**src/rtl/seq_gen_pkg.sv**
```systemverilog
// seq_gen_pkg: shared state encoding and default detector pattern
//   seq_gen_state_t : IDLE / SEND / GAP, shared with the detector-side bench
//   DET_PATTERN     : default 4-bit pattern recognised by the Moore detector
package seq_gen_pkg;
  typedef enum logic [1:0] {IDLE, SEND, GAP} seq_gen_state_t;
  localparam logic [3:0] DET_PATTERN = 4'b1011;
endpackage

```
**src/rtl/piso_shift_reg.sv**
```systemverilog
// piso_shift_reg: parallel-load, shift-left register with MSB serial output
//   clock, reset (async active-low), load (priority over shift), shift,
//   din [WIDTH-1:0] parallel word, msb serial output
module piso_shift_reg #(
  parameter int WIDTH = 4
) (
  input  logic             clock,
  input  logic             reset,
  input  logic             load,
  input  logic             shift,
  input  logic [WIDTH-1:0] din,
  output logic             msb
);
  logic [WIDTH-1:0] sr;
  always_ff @(posedge clock or negedge reset)
    if (!reset) sr <= '0;
    else if (load) sr <= din;
    else if (shift) sr <= {sr[WIDTH-2:0], 1'b0};
  assign msb = sr[WIDTH-1];
endmodule

```
**src/rtl/seq_gen_moore_fsm.sv**
```systemverilog
// seq_gen_moore_fsm: serial pattern transmitter with repeat count and idle gaps
//   clock, reset (async active-low)
//   data_in [WIDTH-1:0], repeat_in [CNT_W-1:0], start_valid -> start_ready
//   sequence_out serial MSB-first stream, busy in SEND/GAP,
//   frame_done one-cycle pulse in the first IDLE cycle after the final bit
module seq_gen_moore_fsm #(
  parameter int WIDTH      = 4,
  parameter int CNT_W      = 4,
  parameter int GAP_CYCLES = 2
) (
  input  logic             clock,
  input  logic             reset,
  input  logic [WIDTH-1:0] data_in,
  input  logic [CNT_W-1:0] repeat_in,
  input  logic             start_valid,
  output logic             start_ready,
  output logic             sequence_out,
  output logic             busy,
  output logic             frame_done
);
  import seq_gen_pkg::*;
  localparam int BW = $clog2(WIDTH);
  localparam int GW = GAP_CYCLES > 0 ? $clog2(GAP_CYCLES + 1) : 1;
  localparam logic [BW-1:0] BIT_LAST = BW'(WIDTH - 1);
  localparam logic [GW-1:0] GAP_LAST = GW'(GAP_CYCLES > 0 ? GAP_CYCLES - 1 : 0);
  seq_gen_state_t state, state_n;
  logic [WIDTH-1:0] hold, hold_n, load_data;
  logic [CNT_W-1:0] rep_cnt, rep_n;
  logic [BW-1:0] bit_cnt, bit_n;
  logic [GW-1:0] gap_cnt, gap_n;
  logic done_q, done_n, load, shift, msb;
  piso_shift_reg #(.WIDTH(WIDTH)) u_piso (
    .clock(clock),
    .reset(reset),
    .load(load),
    .shift(shift),
    .din(load_data),
    .msb(msb)
  );
  always_ff @(posedge clock or negedge reset)
    if (!reset) begin
      state   <= IDLE;
      hold    <= '0;
      rep_cnt <= '0;
      bit_cnt <= '0;
      gap_cnt <= '0;
      done_q  <= 1'b0;
    end else begin
      state   <= state_n;
      hold    <= hold_n;
      rep_cnt <= rep_n;
      bit_cnt <= bit_n;
      gap_cnt <= gap_n;
      done_q  <= done_n;
    end
  always_comb begin
    state_n   = state;
    hold_n    = hold;
    rep_n     = rep_cnt;
    bit_n     = bit_cnt;
    gap_n     = gap_cnt;
    done_n    = 1'b0;
    load      = 1'b0;
    shift     = 1'b0;
    load_data = hold;
    case (state)
      IDLE: if (start_valid) begin
        state_n   = SEND;
        load      = 1'b1;
        load_data = data_in;
        hold_n    = data_in;
        rep_n     = repeat_in;
        bit_n     = '0;
      end
      SEND: begin
        shift = 1'b1;
        bit_n = bit_cnt + 1'b1;
        if (bit_cnt == BIT_LAST) begin
          bit_n = '0;
          if (rep_cnt == '0) begin
            state_n = IDLE;
            done_n  = 1'b1;
          end else if (GAP_CYCLES == 0) begin
            load  = 1'b1;
            rep_n = rep_cnt - 1'b1;
          end else begin
            state_n = GAP;
            gap_n   = '0;
          end
        end
      end
      GAP: if (gap_cnt == GAP_LAST) begin
        state_n = SEND;
        load    = 1'b1;
        rep_n   = rep_cnt - 1'b1;
        gap_n   = '0;
      end else gap_n = gap_cnt + 1'b1;
      default: state_n = IDLE;
    endcase
  end
  assign start_ready  = state == IDLE;
  assign busy         = state != IDLE;
  assign sequence_out = (state == SEND) & msb;
  assign frame_done   = done_q;
endmodule

```
**config.mk**
```make
export PLATFORM = sky130hd
export DESIGN_NAME = seq_gen_moore_fsm
export DESIGN_NICKNAME = d
export VERILOG_FILES = /design/src/rtl/seq_gen_pkg.sv /design/src/rtl/piso_shift_reg.sv /design/src/rtl/seq_gen_moore_fsm.sv
export SDC_FILE = /design/constraint.sdc
export NUM_CORES = 1
export LEC_CHECK = 0
export ABC_AREA = 1
export CAP_MARGIN = 30
export CORE_ASPECT_RATIO = 1.1
export CORE_MARGIN = 3
export CORE_UTILIZATION = 46
export CTS_CLUSTER_DIAMETER = 40
export CTS_CLUSTER_SIZE = 25
export DETAILED_ROUTE_END_ITERATION = 7
export PLACE_DENSITY = 0.82
export SETUP_SLACK_MARGIN = 0.5
export SYNTH_ARGS = -nofsm -noshare
export SYNTH_HDL_FRONTEND = slang
export SYNTH_SLANG_ARGS = --single-unit
```
**constraint.sdc**
```tcl
create_clock -name clock -period 1.3 [get_ports clock]
set_clock_uncertainty 0.1 [all_clocks]
set_input_delay 0.13 -clock clock [delete_from_list [all_inputs] [get_ports clock]]
set_output_delay 0.13 -clock clock [all_outputs]
set_load 0.02 [all_outputs]
```
* Word level (Yosys, flattened, before mapping)
Cells that the tools add are included.
** Word-level totals
- Flip-flop bits (word level) :: 19
- Output and inout port bits :: 4
- Bits of input ports :: 11
** Cells by class
- Equal/unequal tests :: 8
- Bitwise gates (word level) :: 1
- Muxes and demuxes :: 26
- Reduce and logical (&&, ||, !) cells :: 11
- Add/sub/neg operators :: 3
** Operators by type and width (count)
- $mux W4 :: 6
- $mux W2 :: 9
- $reduce_bool A2 Y1 :: 5
- $reduce_and A3 Y1 :: 3
- $ne A2 B2 Y1 const B :: 4
- $pmux W2 S2 :: 2
- $pmux W4 S2 :: 1
- $mux W1 :: 6
- $pmux W2 S3 :: 1
- $add A2 B1 Y2 const B :: 2
- $eq A2 B1 Y1 const B :: 2
- $eq A2 B2 Y1 const B :: 2
- $logic_not A4 Y1 :: 1
- $sub A4 B1 Y4 const B :: 1
- $logic_not A2 Y1 :: 1
- $pmux W1 S2 :: 1
- $reduce_and A2 Y1 :: 1
- $and A1 B1 Y1 :: 1

* Depth between registers and ports, before layout
- Word-level depth :: 4
- Depth in mapped cells :: 7
- Depth with buffers taken out :: 7

* By module
A second synthesis with hierarchy kept.
** Second synthesis, totals
- Cell total of the unflattened synthesis :: 113
- Area, all modules :: 942.2 sq um
** Modules (own cells, without submodules)
- seq_gen_moore_fsm :: area each 768.2 sq um, sequential area each 375.4 sq um, cells each 92, times used 1
- piso_shift_reg :: area each 173.9 sq um, sequential area each 100.1 sq um, cells each 21, times used 1

* Worst setup path before layout
No wires, ideal clock.
- Path kind :: reg-to-reg
- From :: reg state[1]
- To :: reg rep_cnt[2]
- Arrival time :: 1.190 ns
- Path slack :: -0.107 ns
- Stages on the path, launching flop included :: 7
- Required time :: 1.083 ns
- Setup time :: 0.117 ns
- Cells stage by stage :: dfrtp_1 -> nor2_2 -> nand2_4 -> nand2_4 -> inv_2 -> nand2_1 -> nand2_1
** On the way
- Word-level cells in the longest chain between the ends :: 3
** RTL lines
- start, declared :: RTL line seq_gen_moore_fsm.sv:26 : seq_gen_state_t state, state_n;
- start signal, assigned :: RTL line seq_gen_moore_fsm.sv:49 : state <= state_n;
- $logic_not A2 Y1 (*)
- named net start_ready :: RTL line seq_gen_moore_fsm.sv:16 : output logic start_ready,
- $ne A2 B2 Y1 (no line) / $reduce_bool A2 Y1 (equally long branches)
- $reduce_and A3 Y1 (no line)
- end signal, assigned :: RTL line seq_gen_moore_fsm.sv:51 : rep_cnt <= rep_n;
- end, declared :: RTL line seq_gen_moore_fsm.sv:28 : logic [CNT_W-1:0] rep_cnt, rep_n;
The timed path passes the listed nets; every way through them passes the cells marked *.
A chain may end at the register's enable or synchronous reset.

* Worst setup path after layout
- From :: reg state[0]
- To :: reg rep_cnt[3]
** On the way
- Word-level cells in the longest chain between the ends :: 3
** RTL lines
- $eq A2 B2 Y1 / $logic_not A2 Y1 (equally long branches) :: RTL line seq_gen_moore_fsm.sv:66 : case (state)
- $ne A2 B2 Y1 (no line) / $reduce_bool A2 Y1 (equally long branches)
- $reduce_and A3 Y1 (no line)
Parallel ways exist; a longest one is shown, timed or not.

==> results_tabular.tex <==
\begin{tabular}{lr}
\hline
Metric & Value \\
\hline
\multicolumn{2}{l}{\textbf{Floorplan}} \\
Placeable core region & 1822 µm² \\
Starting utilization of the core area & 0.5021 \\
Die width & 48.52 µm \\
Height of the die & around 53 µm \\
Total number of placement rows & 16 \\
I/O pin count & 15 \\
DIE AREA & 2560 µm² \\
\multicolumn{2}{l}{\textbf{Timing}} \\
Tightest Pin Transition & between 0.3 and 0.4 ns \\
Fin. Hold Viols & 0 \\
Endpoints failing setup & 11 \\
Setup repair after global routing missed its margin & true \\
Crit share post-route & 1.075 \\
Fmax & 0.7158 GHz \\
Total count of max-transition violations in the final report & 0 \\
Setup slack after layout & -0.09712 ns \\
Slew headroom & 0.7502 \\
Minimum clock period & between 1 and 1.5 ns \\
\multicolumn{2}{l}{\textbf{Worst setup path}} \\
Type of element capturing the critical path & flip-flop \\
Launch point of the critical path & state[0]\$\_DFFE\_PN0P\_ \\
Crit path launch type & flip-flop \\
Data required, critical path & approximately 1.4 ns \\
Arrival time worst endpoint & $\sim$1.5 ns \\
Crit-path max cell delay & about 0.46 ns \\
Cell type of the slowest stage on the worst timing path & dfrtp\_2 \\
Cell family contributing the most delay on the critical path & flip-flops \\
Sum of buffers and inverters on the critical path & 2 \\
Startpoint-to-endpoint class of the critical path & reg -> reg \\
Cells along the critical path & buf\_6 > nor2\_4 > buf\_4 > nor2\_1 > a21oi\_1 > nand2\_1 > nand2\_2 \\
Largest fanout on the critical path & 5 \\
R2r startpoint & state[0]\$\_DFFE\_PN0P\_ \\
\multicolumn{2}{l}{\textbf{Synthesis}} \\
Post-Synth XOR/XNOR Area & 0.009576 \\
Mapped Cells & approximately 110 \\
Synth Cell Area & 914.6 µm² \\
Net Count, Synth & 121 \\
Yosys top cell area share & 0.5198 \\
Synthesis Warnings & 0 \\
Sequential fraction of the synthesis area & 0.5198 \\
Fraction of the mapped netlist area in adder cells & 0.02736 \\
Dominant combinational cell family by area after synthesis & simple AND/OR/NAND/NOR gates \\
Main area contributors after synthesis & dfrtp\_1 (52\%), nand2\_1 (14\%), nand3\_1 (9.8\%) \\
Share of cell area taken by muxes after synthesis & 0 \\
Compound-cell area share of the yosys netlist & 0.05882 \\
Cell variety after synth & 17 \\
Post-synthesis share of cell area spent on and, or, nand and nor gates & 0.3393 \\
Synth Area per Inst & about 8.5 µm² \\
Synthesized flop and latch total & 19 \\
Most area-hungry cell type in the Yosys netlist & dfrtp\_1 \\
\multicolumn{2}{l}{\textbf{Placement}} \\
Placed Cells & between 150 and 200 \\
Final HPWL DP & approximately 1600 µm \\
Placement Setup Slack & -0.2350 ns \\
Number of port buffers & 14 \\
Final estimated routing congestion in global placement & around 0.79 \\
\multicolumn{2}{l}{\textbf{GRT}} \\
Number of antenna violations at the first check in global routing & 0 \\
Global route total overflow & 0 \\
First-pass GRT wire length & approximately 4000 µm \\
Number of global-route vias before repair & 893 \\
Pin count of the biggest net entering global routing & 20 \\
Total routing resource utilization after global routing & 0.2118 \\
\multicolumn{2}{l}{\textbf{CTS}} \\
Num CTS Buffers & 3 \\
H-Tree Level Count & 1 \\
Clock tree from TritonCTS & yes \\
Maximum root-to-sink buffer count & 2 \\
Clock Sinks & 19 \\
Cell at the root of the clock tree & clkbuf\_4 \\
Clock latency of the later-clocked register in the worst-skew pair & roughly 0.30 ns \\
Hold buffer count at cts & 0 \\
Clock-pin slew of the registers on the worst-case setup and hold paths & about 0.11 ns \\
\multicolumn{2}{l}{\textbf{Pwr}} \\
Peak supply drop & around 1.4 mV \\
Relative contribution of the clock network to total power & 0.093 \\
Power share of the combinational group & 0.588 \\
Cell-internal power & between 1.5 and 2 mW \\
Net switching share of the total power & 0.4317 \\
Leakage power total & roughly 0.67 nW \\
Power spent charging and discharging nets & around 1.4 mW \\
Pwr/cell area & about 2300 nW/µm² \\
Part of the power in registers & 0.318 \\
\multicolumn{2}{l}{\textbf{Status}} \\
Failing checks & negative setup slack \\
Run status & finished with violations \\
\multicolumn{2}{l}{\textbf{Routing}} \\
ANT nets after route & 0 \\
Routed len/inst & 13.62 µm \\
Total routed wirelength & around 2300 µm \\
Count of unresolved DRC violations after routing & 0 \\
Count of routing violations after the opening detailed-route iteration & 21 \\
Total vias in the final route & between 800 and 900 \\
TritonRoute pass-1 iters & 4 \\
Routed via count divided by cell count & between 5 and 6 \\
\multicolumn{2}{l}{\textbf{Cells and area}} \\
Area growth syn-to-layout & 53.90\% \\
Number of nets in the finished design & about 160 \\
Count of fill cells added during filler insertion & roughly 120 \\
Share of layout cells above drive strength 1 & 0.4545 \\
Fin cells & 170 \\
Ant. Diodes & 0 \\
\multicolumn{2}{l}{\textbf{Job}} \\
Max-Cap Viols & 0 \\
\multicolumn{2}{l}{\textbf{Worst hold path}} \\
Classification of the worst-slack hold path & in -> async \\
\hline
\end{tabular}
[cells in the final DEF (no fill, tap or decap), types with 2 or more instances in the layout]
cell             count
o21ai_2              2
inv_2                5
buf_6                7
buf_4               13
nand2_8              2
clkdlybuf4s50_1     10
nand3_2              4
o21ai_0              2
nand2_4              4
nand3_1             13
nand2_2             13
clkbuf_4             3
nand2_1             19
nor2_1               3
dfrtp_2              2
o21ai_1              4
nor2_4               4
dfrtp_1             17
inv_1                5
[cell type report]
class | count | area, µm² | area share
multi-input combinational | 79 | 546.8 | 0.3884
sequential | 19 | 478.0 | 0.3396
timing repair buffer | 30 | 276.5 | 0.1964
inverter | 11 | 46.29 | 0.03289
tap | 27 | 33.78 | 0.02400
clock buffer | 4 | 26.28 | 0.01867
[cell families (layout without fill, tap and decap cells)]
kind of cell,after synthesis,count (layout)
DFF,19,19
adders and majority gates,2,2
xor gates and xnor gates,1,1
AOI/OAI and AO/OA,10,10
buffers and inverters,11,45
and+or+nand+nor,65,66
[synth_stat cells]
master   count
inv_1       10
nor3_1       1
inv_2        1
nand3_1     18
o21ai_0      7
nor2_1       5
a21oi_1      1
o21ai_1      1
nand2_4      3
nor2_4       2
dfrtp_1     19
ha_1         2
nand2_1     34
or2_2        1
a22o_1       1
xnor2_1      1
nor2_2       1
[metrics by stage]
step / setup TNS [ns] / cell area [µm²] / total power [mW] / utilization / hold WS, ns
after floorplan: 0 / 945.9 / 1.841 / - / -0.2656
after global placement: -1.435 / 1187 / 2.284 / 0.6518 / 0.3487
after detailed placement: -1.689 / 1187 / 2.372 / 0.6518 / 0.3543
after CTS: -0.3263 / 1370 / 3.144 / 0.7521 / 0.06602
after global routing: -1.439 / 1408 / 3.503 / 0.7727 / 0.09405
final: -0.5966 / 1408 / 3.246 / 0.7727 / 0.06568
[per-layer routing]
metal	up-vias	wire length [µm]	share of wire	track usage
li1	422	-	-	-
met1	412	902	0.39	0.2214
met2	23	1296	0.56	0.4312
met3	4	94	0.041	0.03419
met4	0	23	0.0099	0.07109
met5	-	0	0	0
[flip-flops by register name (all words and copies together), names as in the netlist]
signal      flops
gap_cnt         2
u_piso.sr       4
frame_done      1
rep_cnt         4
state           2
hold            4
bit_cnt         2
[what timing repair did]
item,4_1_cts,5_1_grt
setup endpoints to repair,23,23
cloned,1,0
pin swaps,8,8
resized for setup,53,13
buffers inserted,7,0
[power groups by stage]
stage	Combinational (mW)	Clock (mW)	Sequential, mW
finish	1.91	0.303	1.03
global route	2.11	0.331	1.06
CTS	1.82	0.300	1.02
detailed placement	1.36	0	1.01
global placement	1.30	0	0.984
floorplan	0.862	0	0.979
[path summary, 6_finish.rpt]
| kind | end | cells after the start | slack (ns) |
|---|---|---|---|
| min in group clock | hold[0]$_DFF_PN0_ | 3 | 0.31 |
| setup reg to reg | rep_cnt[3]$_DFFE_PN0P_ | 7 | -0.1 |
| max in group asynchronous | state[0]$_DFFE_PN0P_ | 2 | 0.82 |
| hold / removal | frame_done$_DFF_PN0_ | 2 | 0.07 |
| hold reg to reg | hold[3]$_DFF_PN0_ | 2 | 0.38 |
| setup / recovery | rep_cnt[3]$_DFFE_PN0P_ | 7 | -0.1 |
No activity file was read; power rests on OpenSTA's default activity.
